<file path="src/rtl/ccr_unit_pkg.sv">
// Shared ALU op codes, jump condition codes and flag bit positions.
// Imported by the ALU, the decoder and the condition-code register.
package ccr_unit_pkg;

  localparam int OPW = 4;

  localparam logic [OPW-1:0] OP_NOP  = 4'd0;
  localparam logic [OPW-1:0] OP_NOT  = 4'd1;
  localparam logic [OPW-1:0] OP_ADD  = 4'd2;
  localparam logic [OPW-1:0] OP_SUB  = 4'd3;
  localparam logic [OPW-1:0] OP_LD   = 4'd4;
  localparam logic [OPW-1:0] OP_INC  = 4'd5;
  localparam logic [OPW-1:0] OP_DEC  = 4'd6;
  localparam logic [OPW-1:0] OP_AND  = 4'd7;
  localparam logic [OPW-1:0] OP_OR   = 4'd8;
  localparam logic [OPW-1:0] OP_ST   = 4'd9;
  localparam logic [OPW-1:0] OP_MOV  = 4'd10;
  localparam logic [OPW-1:0] OP_SETC = 4'd11;
  localparam logic [OPW-1:0] OP_CLRC = 4'd12;

  localparam logic [1:0] JCOND_ALWAYS = 2'b00;
  localparam logic [1:0] JCOND_Z      = 2'b01;
  localparam logic [1:0] JCOND_N      = 2'b10;
  localparam logic [1:0] JCOND_C      = 2'b11;

  localparam int FLAG_Z = 0;
  localparam int FLAG_N = 1;
  localparam int FLAG_C = 2;

  // One-hot mask of the flag a conditional jump tests; zero for unconditional.
  function automatic logic [2:0] jcond_mask(input logic [1:0] cond);
    logic [2:0] m;
    m = 3'b000;
    case (cond)
      JCOND_Z: m[FLAG_Z] = 1'b1;
      JCOND_N: m[FLAG_N] = 1'b1;
      JCOND_C: m[FLAG_C] = 1'b1;
      default: m = 3'b000;
    endcase
    return m;
  endfunction

endpackage

</file>
<file path="src/rtl/ccr_update_mask.sv">
// Decodes an ALU op code into the set of flags it writes ({C,N,Z} order)
// plus the forced set/clear of carry.
module ccr_update_mask
  import ccr_unit_pkg::*;
#(
  parameter int               W       = OPW,
  parameter logic [W-1:0]     SETC_OP = OP_SETC,
  parameter logic [W-1:0]     CLRC_OP = OP_CLRC
) (
  input  logic [W-1:0] alu_op,
  output logic [2:0]   upd_mask,
  output logic         set_c,
  output logic         clr_c
);

  always_comb begin
    upd_mask = 3'b000;
    set_c    = 1'b0;
    clr_c    = 1'b0;
    if (alu_op == SETC_OP) begin
      set_c = 1'b1;
    end else if (alu_op == CLRC_OP) begin
      clr_c = 1'b1;
    end else begin
      case (alu_op)
        W'(1), W'(7), W'(8):        upd_mask = 3'b011;
        W'(2), W'(3), W'(5), W'(6): upd_mask = 3'b111;
        default:                    upd_mask = 3'b000;
      endcase
    end
  end

endmodule

</file>
<file path="src/rtl/ccr_unit.sv">
// Condition-code register: latches ALU flags, resolves JZ/JN/JC against
// forwarded flags, and saves/restores flags around interrupts.
module ccr_unit
  import ccr_unit_pkg::*;
#(
  parameter int           OPW_P   = OPW,
  parameter logic [OPW_P-1:0] OP_SETC_P = OP_SETC,
  parameter logic [OPW_P-1:0] OP_CLRC_P = OP_CLRC
) (
  input  logic             clk,
  input  logic             rst_n,
  input  logic             stall,
  input  logic [OPW_P-1:0] alu_op,
  input  logic             alu_c,
  input  logic             alu_z,
  input  logic             alu_n,
  input  logic             jmp_valid,
  input  logic [1:0]       jmp_cond,
  input  logic             int_save,
  input  logic             rti_restore,
  output logic [2:0]       flags,
  output logic             jump_taken
);

  logic [2:0] upd_mask;
  logic       set_c;
  logic       clr_c;
  logic [2:0] alu_flags;
  logic [2:0] fwd;
  logic [2:0] test_mask;
  logic [2:0] flags_next;
  logic [2:0] shadow;
  logic       cond_true;

  ccr_update_mask #(
    .W       (OPW_P),
    .SETC_OP (OP_SETC_P),
    .CLRC_OP (OP_CLRC_P)
  ) u_mask (
    .alu_op   (alu_op),
    .upd_mask (upd_mask),
    .set_c    (set_c),
    .clr_c    (clr_c)
  );

  assign alu_flags = {alu_c, alu_n, alu_z};
  assign test_mask = jcond_mask(jmp_cond);

  always_comb begin
    fwd = (flags & ~upd_mask) | (alu_flags & upd_mask);
    if (set_c) fwd[FLAG_C] = 1'b1;
    if (clr_c) fwd[FLAG_C] = 1'b0;
  end

  // rst_n gate keeps an unconditional jump from firing while held in reset.
  assign cond_true  = (jmp_cond == JCOND_ALWAYS) | (|(fwd & test_mask));
  assign jump_taken = rst_n & jmp_valid & ~stall & cond_true;

  always_comb begin
    flags_next = flags;
    if (stall) begin
      flags_next = flags;
    end else if (rti_restore) begin
      flags_next = shadow;
    end else if (jump_taken) begin
      flags_next = fwd & ~test_mask;
    end else begin
      flags_next = fwd;
    end
  end

  always_ff @(posedge clk or negedge rst_n) begin
    if (!rst_n) begin
      flags  <= 3'b000;
      shadow <= 3'b000;
    end else begin
      flags <= flags_next;
      if (!stall && int_save && !rti_restore) shadow <= flags;
    end
  end

endmodule

</file>
<file path="config.mk">
export PLATFORM = sky130hd
export DESIGN_NAME = ccr_unit
export DESIGN_NICKNAME = d
export VERILOG_FILES = /design/src/rtl/ccr_unit_pkg.sv /design/src/rtl/ccr_update_mask.sv /design/src/rtl/ccr_unit.sv
export SDC_FILE = /design/constraint.sdc
export NUM_CORES = 1
export LEC_CHECK = 0
export ABC_CLOCK_PERIOD_IN_PS = 3750
export CAP_MARGIN = 20
export CORE_AREA = 2 2 39 41
export CTS_BUF_LIST = sky130_fd_sc_hd__clkbuf_4
export DETAILED_ROUTE_END_ITERATION = 7
export DIE_AREA = 0 0 41 43
export RECOVER_POWER = 50
export REMOVE_ABC_BUFFERS = 1
export SLEW_MARGIN = 20
export SYNTH_ARGS = -nofsm -noshare
export SYNTH_HDL_FRONTEND = slang
export SYNTH_HIERARCHICAL = 1
export SYNTH_SLANG_ARGS = --single-unit
</file>
<file path="constraint.sdc">
create_clock -name clk -period 3.75 [get_ports clk]
set_input_delay 0.75 -clock clk [delete_from_list [all_inputs] [get_ports clk]]
set_output_delay 0.75 -clock clk [all_outputs]
set_load 0.01 [all_outputs]
</file>
* Word-level counts from Yosys, hierarchy flattened
Index checks and enable logic that the tools add are counted.
** Storage, ports and cells
- Word-level logic and storage cells :: 47
- Bits of input ports :: 15
- Register bits :: 6
- Output and inout port bits :: 4
** Operators by class
- Bitwise operators :: 12
- Multiplexer cells :: 13
- Reductions and logical operators :: 8
- Equal/unequal tests :: 12
** Operator list (count)
- bitwise AND 3 bit :: 4
- equality test 4 x 3 -> 1 bit, second input constant :: 3
- equality test 4 bit, second input constant :: 3
- two-way mux 3 bit :: 4
- equality test 4 x 2 -> 1 bit, second input constant :: 2
- two-way mux 1 bit :: 8
- NOT 3 bit :: 2
- one-hot mux 3 bit (2 select lines) :: 1
- OR reduction 3 bit :: 2
- equality test 2 bit, second input constant :: 2
- equality test 4 x 1 -> 1 bit, second input constant :: 1
- OR reduction 4 bit :: 1
- bitwise AND 1 bit :: 3
- OR 3 bit :: 1
- equality test 2 x 1 -> 1 bit, second input constant :: 1
- logical AND 1 bit :: 2
- zero test 1 bit :: 2
- zero test 2 bit :: 1
- NOT 1 bit :: 1
- OR 1 bit :: 1

* Depth between registers and ports, before layout
Gate-level depths: netlist of run 1.
- Depth in word-level cells :: 16
- Mapped depth :: 7
- Gate-level depth less buffers :: 6

* Cells and area by module
The synthesis of run 1 kept the hierarchy.
** By module, submodules not included
- ccr_unit :: times used 1, sequential area each 150.1 sq um, area each 351.6 sq um, cells each 36
- ccr_update_mask :: times used 1, sequential area each 0.0 sq um, area each 66.3 sq um, cells each 9

* Worst setup path before layout of run 1
Ideal clock, no wire load.
- Path kind :: input-to-output
- Start point :: in alu_op[1]
- End point :: out jump_taken
- Data required time :: 3000 ps
- Cell stages on the path :: 7
- Path slack :: 844 ps
- Arrival :: 2156 ps
- Path buffers :: 1
- Path through :: or4b_1 -> o21ai_0 -> buf_4 -> mux2i_1 -> o21ai_0 -> a31o_2 -> o211a_1
** Between the ends
- Elaborated cells on any way between the ends :: 27
- Classes of those cells :: eq/ne: 9; mux: 8; bitwise: 7; reduce/logical: 3
** RTL lines
- start: declaration :: RTL line ccr_unit.sv:13 : input logic [OPW_P-1:0] alu_op,
- equality test 4 x 2 -> 1 bit (tied with other cells) :: RTL line ccr_update_mask.sv:25 : case (alu_op)
- OR reduction 4 bit or OR reduction 3 bit (tied branches) :: RTL line ccr_update_mask.sv:25
- one-hot mux 3 bit (2 select lines) :: RTL line ccr_update_mask.sv:25
- two-way mux 3 bit :: RTL line ccr_update_mask.sv:22 : end else if (alu_op == CLRC_OP) begin
- two-way mux 3 bit (*) :: RTL line ccr_update_mask.sv:20 : if (alu_op == SETC_OP) begin
- named net upd_mask[0] :: RTL line ccr_unit.sv:25 : logic [2:0] upd_mask;
- NOT 3 bit :: RTL line ccr_unit.sv:50 : fwd = (flags & ~upd_mask) | (alu_flags & upd_mask);
- bitwise AND 3 bit :: RTL line ccr_unit.sv:50
- OR 3 bit (*) :: RTL line ccr_unit.sv:50
- bitwise AND 3 bit (*) :: RTL line ccr_unit.sv:56 : assign cond_true = (jmp_cond == JCOND_ALWAYS) | (|(fwd & test_mask));
- OR reduction 3 bit (*) :: RTL line ccr_unit.sv:56
- OR 1 bit (*) :: RTL line ccr_unit.sv:56
- bitwise AND 1 bit (*) :: RTL line ccr_unit.sv:57 : assign jump_taken = rst_n & jmp_valid & ~stall & cond_true;
- end: declaration :: RTL line ccr_unit.sv:22 : output logic jump_taken
The timed path passes the listed nets; every way through them passes the cells marked *.

* Final worst setup path of run 1
Same ends and word-level chain as after synthesis.

==> flow_summary.toml, run 1 <==
[final_layout]
final_cell_mix = "clkdlybuf4s50_1, dfrtp_1, buf_4, inv_1, a21oi_1"
multi_input_area_um2 = 245
layout_commonest_cell = "clkdlybuf4s50_1"
syn_to_final_growth_pct = 63.5
diodes = 0
seqCellArea_um2 = 150
fin_nets = 88
drive_gt1_share_pct = 23.9
final_core_util_pct = 49.4
fill_cells = 144
fin_cells = 87

[clock_tree]
clk_pin_slew_ns = 0.04
cts_htree_levels = 1
clk_path_buf_depth = 2
cts_root_buffer = "clkbuf_4"
ctsResizeCount = 3
cts.sink_count = 6
cts_buffers = 3
cts_hold_buf = 0
clk_latency_ns = 0.24
post_cts_buffers = 0
cts_tree = "done"

[setup_path]
reg2regPathDepth = 5
cp-start-kind = "primary input"
crit_start = "alu_op[1]"
critPathArrivalTime_ns = 2.62
r2r_start = "flags[0]"
reg2reg_to = "flags[0]"
crit_path_max_fanout = 2
end_kind = "primary output"
r2r_slack_ns = 2.61
critPathCapture = "jump_taken"
worstSetupPathType = "in -> out"
cp.required_ns = 3.00

[global_routing]
grt_pass1_vias = 402
grt_usage_pct = 12.6
antenna_found_initial = 0
grt_pass1_wl_um = 1520
grt_max_degree = 9
overflow = 0

[synthesis]
yosys-top-cells-area = "dfrtp_1, mux2_2, mux2i_1"
synth_area_leader_cell = "dfrtp_1"
ys_seq_elements = 6
syn_avg_cell_area_um2 = 9.29
synth_flop_cell = "dfrtp_1"
ys_types = 22
synth_top_area_share_pct = 35.9
synthCells = 45
yosysSeqAreaShare_pct = 35.9
synth_enable_flop_cells = 0
synth_area_um2 = 418
yosysWarningCount = 6
synthArstFlopShare_pct = 100

[floorplan]
dieArea_um2 = 1760
std_cell_rows = 14
die-height_um = 43
io-pin-count = 19
core_um2 = 1380
initial_utilization_pct = 30.2
die_width_um = 41

[drt]
drtAntennaViolNets = 0
routed_wl_um = 973
drt-wirelength-per-cell_um = 11.2
drt_pass1_iterations = 2
drtIter0Drc = 5
via_per_inst = 4.87
drc = 0
vias = 424

[timing]
post-route-min-period_ns = 3.37
finalHoldViolCount = 0
worst_pin_slew_ns = 0.465
slew_headroom_pct = 68.9
rsz0062_at_grt = "no"
fmax_mhz = 297
finalMaxSlewViolations = 0
setup_viol_count_final = 0
skew_ns = 0.00330
timing.final.crit_share_pct = 89.9

[pwr]
p_switching_mw = 0.0625
vdd_drop_max_mv = 0.215
seqPwrFrac_pct = 39.8
switching_share_pct = 27.2
p_clk_share_pct = 24.8
power_density_nw_per_um2 = 337
p_int_mw = 0.167
combinationalPowerShare_pct = 35.4
power.leakage_nw = 0.323

[place]
gp_congestion = 0.719
numPortBuffers = 18
dp_cells = 84
dpl.hpwl_um = 790

[hold_path]
hold_class = "reg -> reg"

[outcome]
status = "finished, final reports clean"

[run]
drv_cap = 0
## power groups by stage
stage	logic, mW	clock network [mW]	registers [mW]
finish	0.0814	0.0570	0.0916
global route	0.0884	0.0648	0.0938
CTS	0.0842	0.0607	0.0921
detailed placement	0.0835	0	0.0928
global placement	0.0823	0	0.0928
floorplan	0.0334	0	0.0931
## synth_stat cells (all sizes together) (2+ instances only)
| cell | count |
|---|---|
| dfrtp | 6 |
| a21oi | 5 |
| inv | 5 |
| nand2 | 4 |
| o21ai | 4 |
| mux2 | 3 |
| mux2i | 3 |
| a311oi | 2 |
## metal layers
metal	vias up	wire length, um	part of all wire [%]	GRT usage [%]
li1	222	-	-	-
met1	191	419	43	14.5
met2	11	490	50	20.3
met3	0	63	6.5	3.66
met4	0	0	0	6.00
met5	-	0	0	0
## area by class of cell
type | count | area share [%]
multi-input cells | 33 | 35.9
repair buffers | 24 | 33.2
flip-flops and latches | 6 | 22.0
clock buffers | 3 | 3.30
well taps | 16 | 2.93
inverters | 5 | 2.75
## registers in the layout, indices dropped and copies added (netlist names)
name and cells:
flags 3, shadow 3
## per-stage QoR
step,instance area (um^2),hold WS [ns],TNS [ns],total power [mW],setup WS (ns)
floorplan,410,0.454,0,0.126,0.925
global route,683,0.532,0,0.247,0.299
finish,683,0.511,0,0.230,0.379
detailed placement,656,0.501,-0.0542,0.176,-0.0542
CTS,681,0.512,0,0.237,0.0532
global placement,656,0.492,-0.0104,0.175,-0.0104
## cells by family after synthesis
kind of cell,synth area share [%]
AO/OA/AOI/OAI,25.5
buffers and inverters,6.29
flip-flops,35.9
multiplexers,15.3
AND/OR/NAND/NOR,17.1
## worst min path at each step
stage	startpoint	endpoint	cells after the start
floorplan	rst_n	flags[0]	0
global placement	shadow[0]	shadow[0]	1
detailed placement	shadow[0]	shadow[0]	1
CTS	shadow[0]	shadow[0]	1
global route	shadow[0]	shadow[0]	1
finish	shadow[1]	shadow[1]	1
## critical path, cell delays in order
cell and delay [ns]:
clkdlybuf4s50_1 0.42, or4b_1 0.54, o21ai_2 0.09, mux2i_1 0.23
o21ai_0 0.10, a31o_2 0.22, o211a_1 0.11, dlymetal6s2s_1 0.16
No activity file was read; power rests on OpenSTA's default activity.
==> inputs of run 2 (changes only) <==
--- a/config.mk
+++ b/config.mk
@@ -7,10 +7,9 @@
 export LEC_CHECK = 0
 export ABC_CLOCK_PERIOD_IN_PS = 3750
 export CAP_MARGIN = 20
-export CORE_AREA = 2 2 39 41
+export CORE_UTILIZATION = 30
 export CTS_BUF_LIST = sky130_fd_sc_hd__clkbuf_4
 export DETAILED_ROUTE_END_ITERATION = 7
-export DIE_AREA = 0 0 41 43
 export RECOVER_POWER = 50
 export REMOVE_ABC_BUFFERS = 1
 export SLEW_MARGIN = 20
==> run 2 against run 1 <==
Non-clock buffer count is 1 higher. Sequential power is 0.9% higher. Critical path depth stayed put. Global-route usage is 1.1 points higher.
==> flow_summary.toml, run 2 (synthesis gave the netlist of run 1 again) <==
[drt]
via_per_inst = 5.03
drt-wirelength-per-cell_um = 11.0
top_layer_used = "met3"
drtIter0Drc = 4
drc = 0
wl_met1_um = 467
met2_length_um = 435
drt_pass1_iterations = 4
vias = 438
wl_met3_um = 49
routed_wl_um = 953
drtAntennaViolNets = 0

[global_routing]
grt_pass1_wl_um = 1410
grt_usage_pct = 13.7
overflow = 0
grt_pass1_vias = 372
grt_max_degree = 9
antenna_found_initial = 0

[outcome]
status = "finished, final reports clean"

[place]
placed_cell_area_um2 = 654
gp_congestion = 0.641
dpl.hpwl_um = 721
numPortBuffers = 18
dp_cells = 83

[floorplan]
std_cell_rows = 13
core_um2 = 1300
dieArea_um2 = 1550
die_width_um = 39.3
initial_utilization_pct = 32.1
die-height_um = 39.3
io-pin-count = 19

[timing]
finalHoldViolCount = 0
tns_ns = 0
worst_pin_slew_ns = 0.427
finalMaxSlewViolations = 0
setup_viol_count_final = 0
timing.final.crit_share_pct = 90.4
slew_headroom_pct = 71.4
rsz0062_at_grt = "no"
hold_slack_ns = 0.508
post-route-min-period_ns = 3.39
skew_ns = 0.00109
fmax_mhz = 295

[clock_tree]
cts_root_buffer = "clkbuf_4"
cts_tree = "done"
cts.sink_count = 6
clk_pin_slew_ns = 0.04
cts_htree_levels = 1
clk_path_buf_depth = 2
clk_latency_ns = 0.24
cts_buffers = 3

[run]
drv_cap = 0

[setup_path]
cp-start-kind = "primary input"
crit_path_max_fanout = 2
worstSetupPathType = "in -> out"
critPathArrivalTime_ns = 2.64
end_kind = "primary output"
cp.required_ns = 3.00

[final_layout]
final_cell_mix = "clkdlybuf4s50_1, dfrtp_1, buf_4, inv_1, a21oi_1"
design_area_um2 = 687
final_core_util_pct = 52.8
fin_cells = 87
layout_commonest_cell = "clkdlybuf4s50_1"
fin_nets = 89
syn_to_final_growth_pct = 64.4
drive_gt1_share_pct = 23.6
diodes = 0
reg.largest.list = "flags (3), shadow (3)"

[pwr]
vdd_drop_max_mv = 0.154
power_density_nw_per_um2 = 335
power.leakage_nw = 0.326

[hold_path]
hold_class = "reg -> reg"
run 2: changes by cell type in the layout (fill, tap and decap cells not counted):
cell | previous run | this run
clkbuf_1 | 0 | 1
clkdlybuf4s50_1 | 13 | 14
dlygate4sd2_1 | 1 | 0
run 2: per-stage QoR:
step | power (mW) | worst slack [ns]
2_1_floorplan | 0.126 | 0.925
3_3_place_gp | 0.172 | 0.0443
3_5_place_dp | 0.172 | -0.00701
4_1_cts | 0.237 | 0.00204
5_1_grt | 0.248 | 0.272
6_report | 0.230 | 0.362
run 2: critical path: stages:
cell and delay (ns):
clkdlybuf4s50_1 0.42, or4b_1 0.54, o21ai_2 0.09, mux2i_1 0.24
o21ai_0 0.10, a31o_2 0.22, o211a_1 0.12, dlymetal6s2s_1 0.17
run 2: path summary, 6_finish.rpt:
check	depth (start not counted)	startpoint	slack, ns	end
max	8	alu_op[1]	0.36	jump_taken
min	1	shadow[0]	0.51	shadow[0]
max reg2reg	5	flags[1]	2.55	flags[1]
min reg2reg	1	shadow[0]	0.51	shadow[0]
max in group asynchronous	2	rst_n	2.56	shadow[0]
min in group asynchronous	2	rst_n	0.93	shadow[2]
run 2: power by group:
| part | total, mW | internal [mW] | switching [mW] |
|---|---|---|---|
| Clock | 0.0581 | 0.0361 | 0.0220 |
| Sequential | 0.0924 | 0.0808 | 0.0116 |
| Combinational | 0.0799 | 0.0497 | 0.0301 |
| Total | 0.230 | 0.167 | 0.0637 |
run 2: layout make-up:
class                           instances  area (um^2)
Inverter                                5         18.8
Tap cell                               15         18.8
Sequential cell                         6          150
Timing Repair Buffer                   25          231
Clock buffer                            3         22.5
Fill cell                             122          614
Multi-Input combinational cell         33          245
run 2: repair_timing:
item / 4_1_cts / 5_1_grt
hold buffers: 0 / 0
gates resized for setup: 0 / 3
endpoints found under the hold margin: 0 / 0
setup buffers: 1 / 0
setup endpoints to repair: 1 / 1
run 2: per-layer routing:
metal	track usage, %	up-vias
met5	0	-
met4	5.17	0
met3	5.11	0
met2	21.7	11
met1	16.8	202
li1	-	225
==> inputs of run 3 (changes only) <==
==> constraint.sdc (replaced) <==
create_clock -name clk -period 3.75 [get_ports clk]
set_input_delay 0.75 -clock clk [delete_from_list [all_inputs] [get_ports clk]]
set_output_delay 0.75 -clock clk [all_outputs]
set_load 0.1 [all_outputs]
==> run 3 against run 2 <==
Combinational power rose by 51%. Routed wire length is 2.5% lower. First-iteration DRC count up 50%. Count of clock-buffer cells in the layout did not move. Global-route usage grew 0.49 points. Non-clock buffer count shrank 7. Clock skew is 0.00063 ns higher. Clock power grew 2%. Critical path depth stayed put. Core utilization decreased by 3.5 points. Sequential power hardly changed.
==> flow_summary.toml, run 3 (synthesis gave the netlist of run 1 again) <==
[outcome]
status = "finished, final reports clean"

[final_layout]
reg.largest.list = "flags (3), shadow (3)"
diodes = 0
fin_nets = 82
drive_gt1_share_pct = 16.9
design_area_um2 = 642
syn_to_final_growth_pct = 53.6
layout_commonest_cell = "clkdlybuf4s50_1"
final_cell_mix = "clkdlybuf4s50_1, dfrtp_1, inv_1, a21oi_1, nand2_1"

[hold_path]
hold_class = "reg -> reg"

[drt]
routed_wl_um = 929
drtIter0Drc = 6
drt_pass1_iterations = 4
drt-wirelength-per-cell_um = 11.6
via_per_inst = 5.10
vias = 408
drc = 0
drtAntennaViolNets = 0

[timing]
worst_pin_slew_ns = 0.972
timing.final.crit_share_pct = 95.0
finalMaxSlewViolations = 0
finalHoldViolCount = 0
rsz0062_at_grt = "no"
post-route-min-period_ns = 3.56
slew_headroom_pct = 35.0
tns_ns = 0
skew_ns = 0.00172
fmax_mhz = 281
setup_viol_count_final = 0

[clock_tree]
clk_pin_slew_ns = 0.04
clk_latency_ns = 0.24
clk_path_buf_depth = 2
cts_htree_levels = 1
cts.sink_count = 6
cts_buffers = 3
cts_root_buffer = "clkbuf_4"
post_cts_buffers = 0
cts_tree = "done"
ctsResizeCount = 0
cts_hold_buf = 0

[setup_path]
worstSetupPathType = "in -> out"
cp-start-kind = "primary input"
r2r_slack_ns = 2.65
critPathArrivalTime_ns = 2.81
crit_path_max_fanout = 5
end_kind = "primary output"
critPathSlowestCell = "or4b_1"
cpPeakStageDelay_ns = 0.52
crit_top_cell = "o21ai_0"
cp.required_ns = 3.00
crit_path_cell_trace = "clkdlybuf4s50_1, or4b_1, o21ai_0, mux2i_1, o21ai_0, a31o_2, o211a_1, buf_12"

[floorplan]
die_width_um = 39.3
initial_utilization_pct = 32.1
dieArea_um2 = 1550
io-pin-count = 19
core_um2 = 1300
die-height_um = 39.3
std_cell_rows = 13

[pwr]
power_density_nw_per_um2 = 426
power.leakage_nw = 0.278
vdd_drop_max_mv = 0.224

[place]
gp_congestion = 0.624
placed_cell_area_um2 = 619
numPortBuffers = 18
dpl.hpwl_um = 747

[global_routing]
grt_pass1_wl_um = 1420
antenna_found_initial = 0
grt_pass1_vias = 367
overflow = 0
grt_max_degree = 9
grt_usage_pct = 14.2

[run]
drv_cap = 0
[run 3: cell types whose count changed in the layout (fill, tap and decap cells not counted)]
cell,delta
o21ai_0,+1
dlymetal6s2s_1,-1
clkdlybuf4s50_1,+1
buf_12,+1
buf_4,-6
clkbuf_1,-1
o21ai_2,-1
dlygate4sd3_1,-1
[run 3: metal layers]
metal	wire length, um	track usage (%)	part of all wire (%)
met1	420	15.1	45
met2	429	23.8	46
met3	61	3.98	6.6
met4	18	10.3	1.9
met5	0	0	0
[run 3: cell type report]
type / count / area (um^2)
Timing Repair Buffer: 18 / 190
Fill cell: 144 / 659
Sequential cell: 6 / 150
Multi-Input combinational cell: 33 / 241
Clock buffer: 3 / 22.5
Inverter: 5 / 18.8
Tap cell: 15 / 18.8
[run 3: power breakdown]
part / switching (mW) / total (mW) / internal (mW) / leakage, nW
clock: 0.0230 / 0.0592 / 0.0362 / 0.0138
combinational: 0.0756 / 0.121 / 0.0458 / 0.189
sequential: 0.0119 / 0.0927 / 0.0808 / 0.0753
total: 0.111 / 0.273 / 0.163 / 0.278
[run 3: per-stage QoR]
stage / cells / power, mW / util, % / worst slack, ns / hold slack (ns)
detailed placement: 77 / 0.216 / 47.6 / 0.166 / 0.498
CTS: 80 / 0.278 / 49.3 / 0.157 / 0.510
global placement: 77 / 0.215 / 47.6 / 0.183 / 0.494
floorplan: 44 / 0.173 / - / 0.489 / 0.454
finish: 80 / 0.273 / 49.3 / 0.186 / 0.511
global route: 80 / 0.288 / 49.3 / 0.0827 / 0.521
[run 3: final timing paths]
| path | startpoint | end | depth (start not counted) |
|---|---|---|---|
| hold reg to reg | shadow[1] | shadow[1] | 1 |
| hold / removal | shadow[1] | shadow[1] | 1 |
| min in group asynchronous | rst_n | shadow[1] | 1 |
| setup reg to reg | flags[2] | flags[2] | 4 |
| max in group asynchronous | rst_n | flags[1] | 1 |
| setup / recovery | alu_op[1] | jump_taken | 8 |
[run 3: worst max-delay path, delay by kind of cell]
family,cells,cell delay [ns]
AO/OA/AOI/OAI,4,0.65
multiplexers,1,0.27
AND/OR/NAND/NOR,1,0.52
buffers and inverters,2,0.63
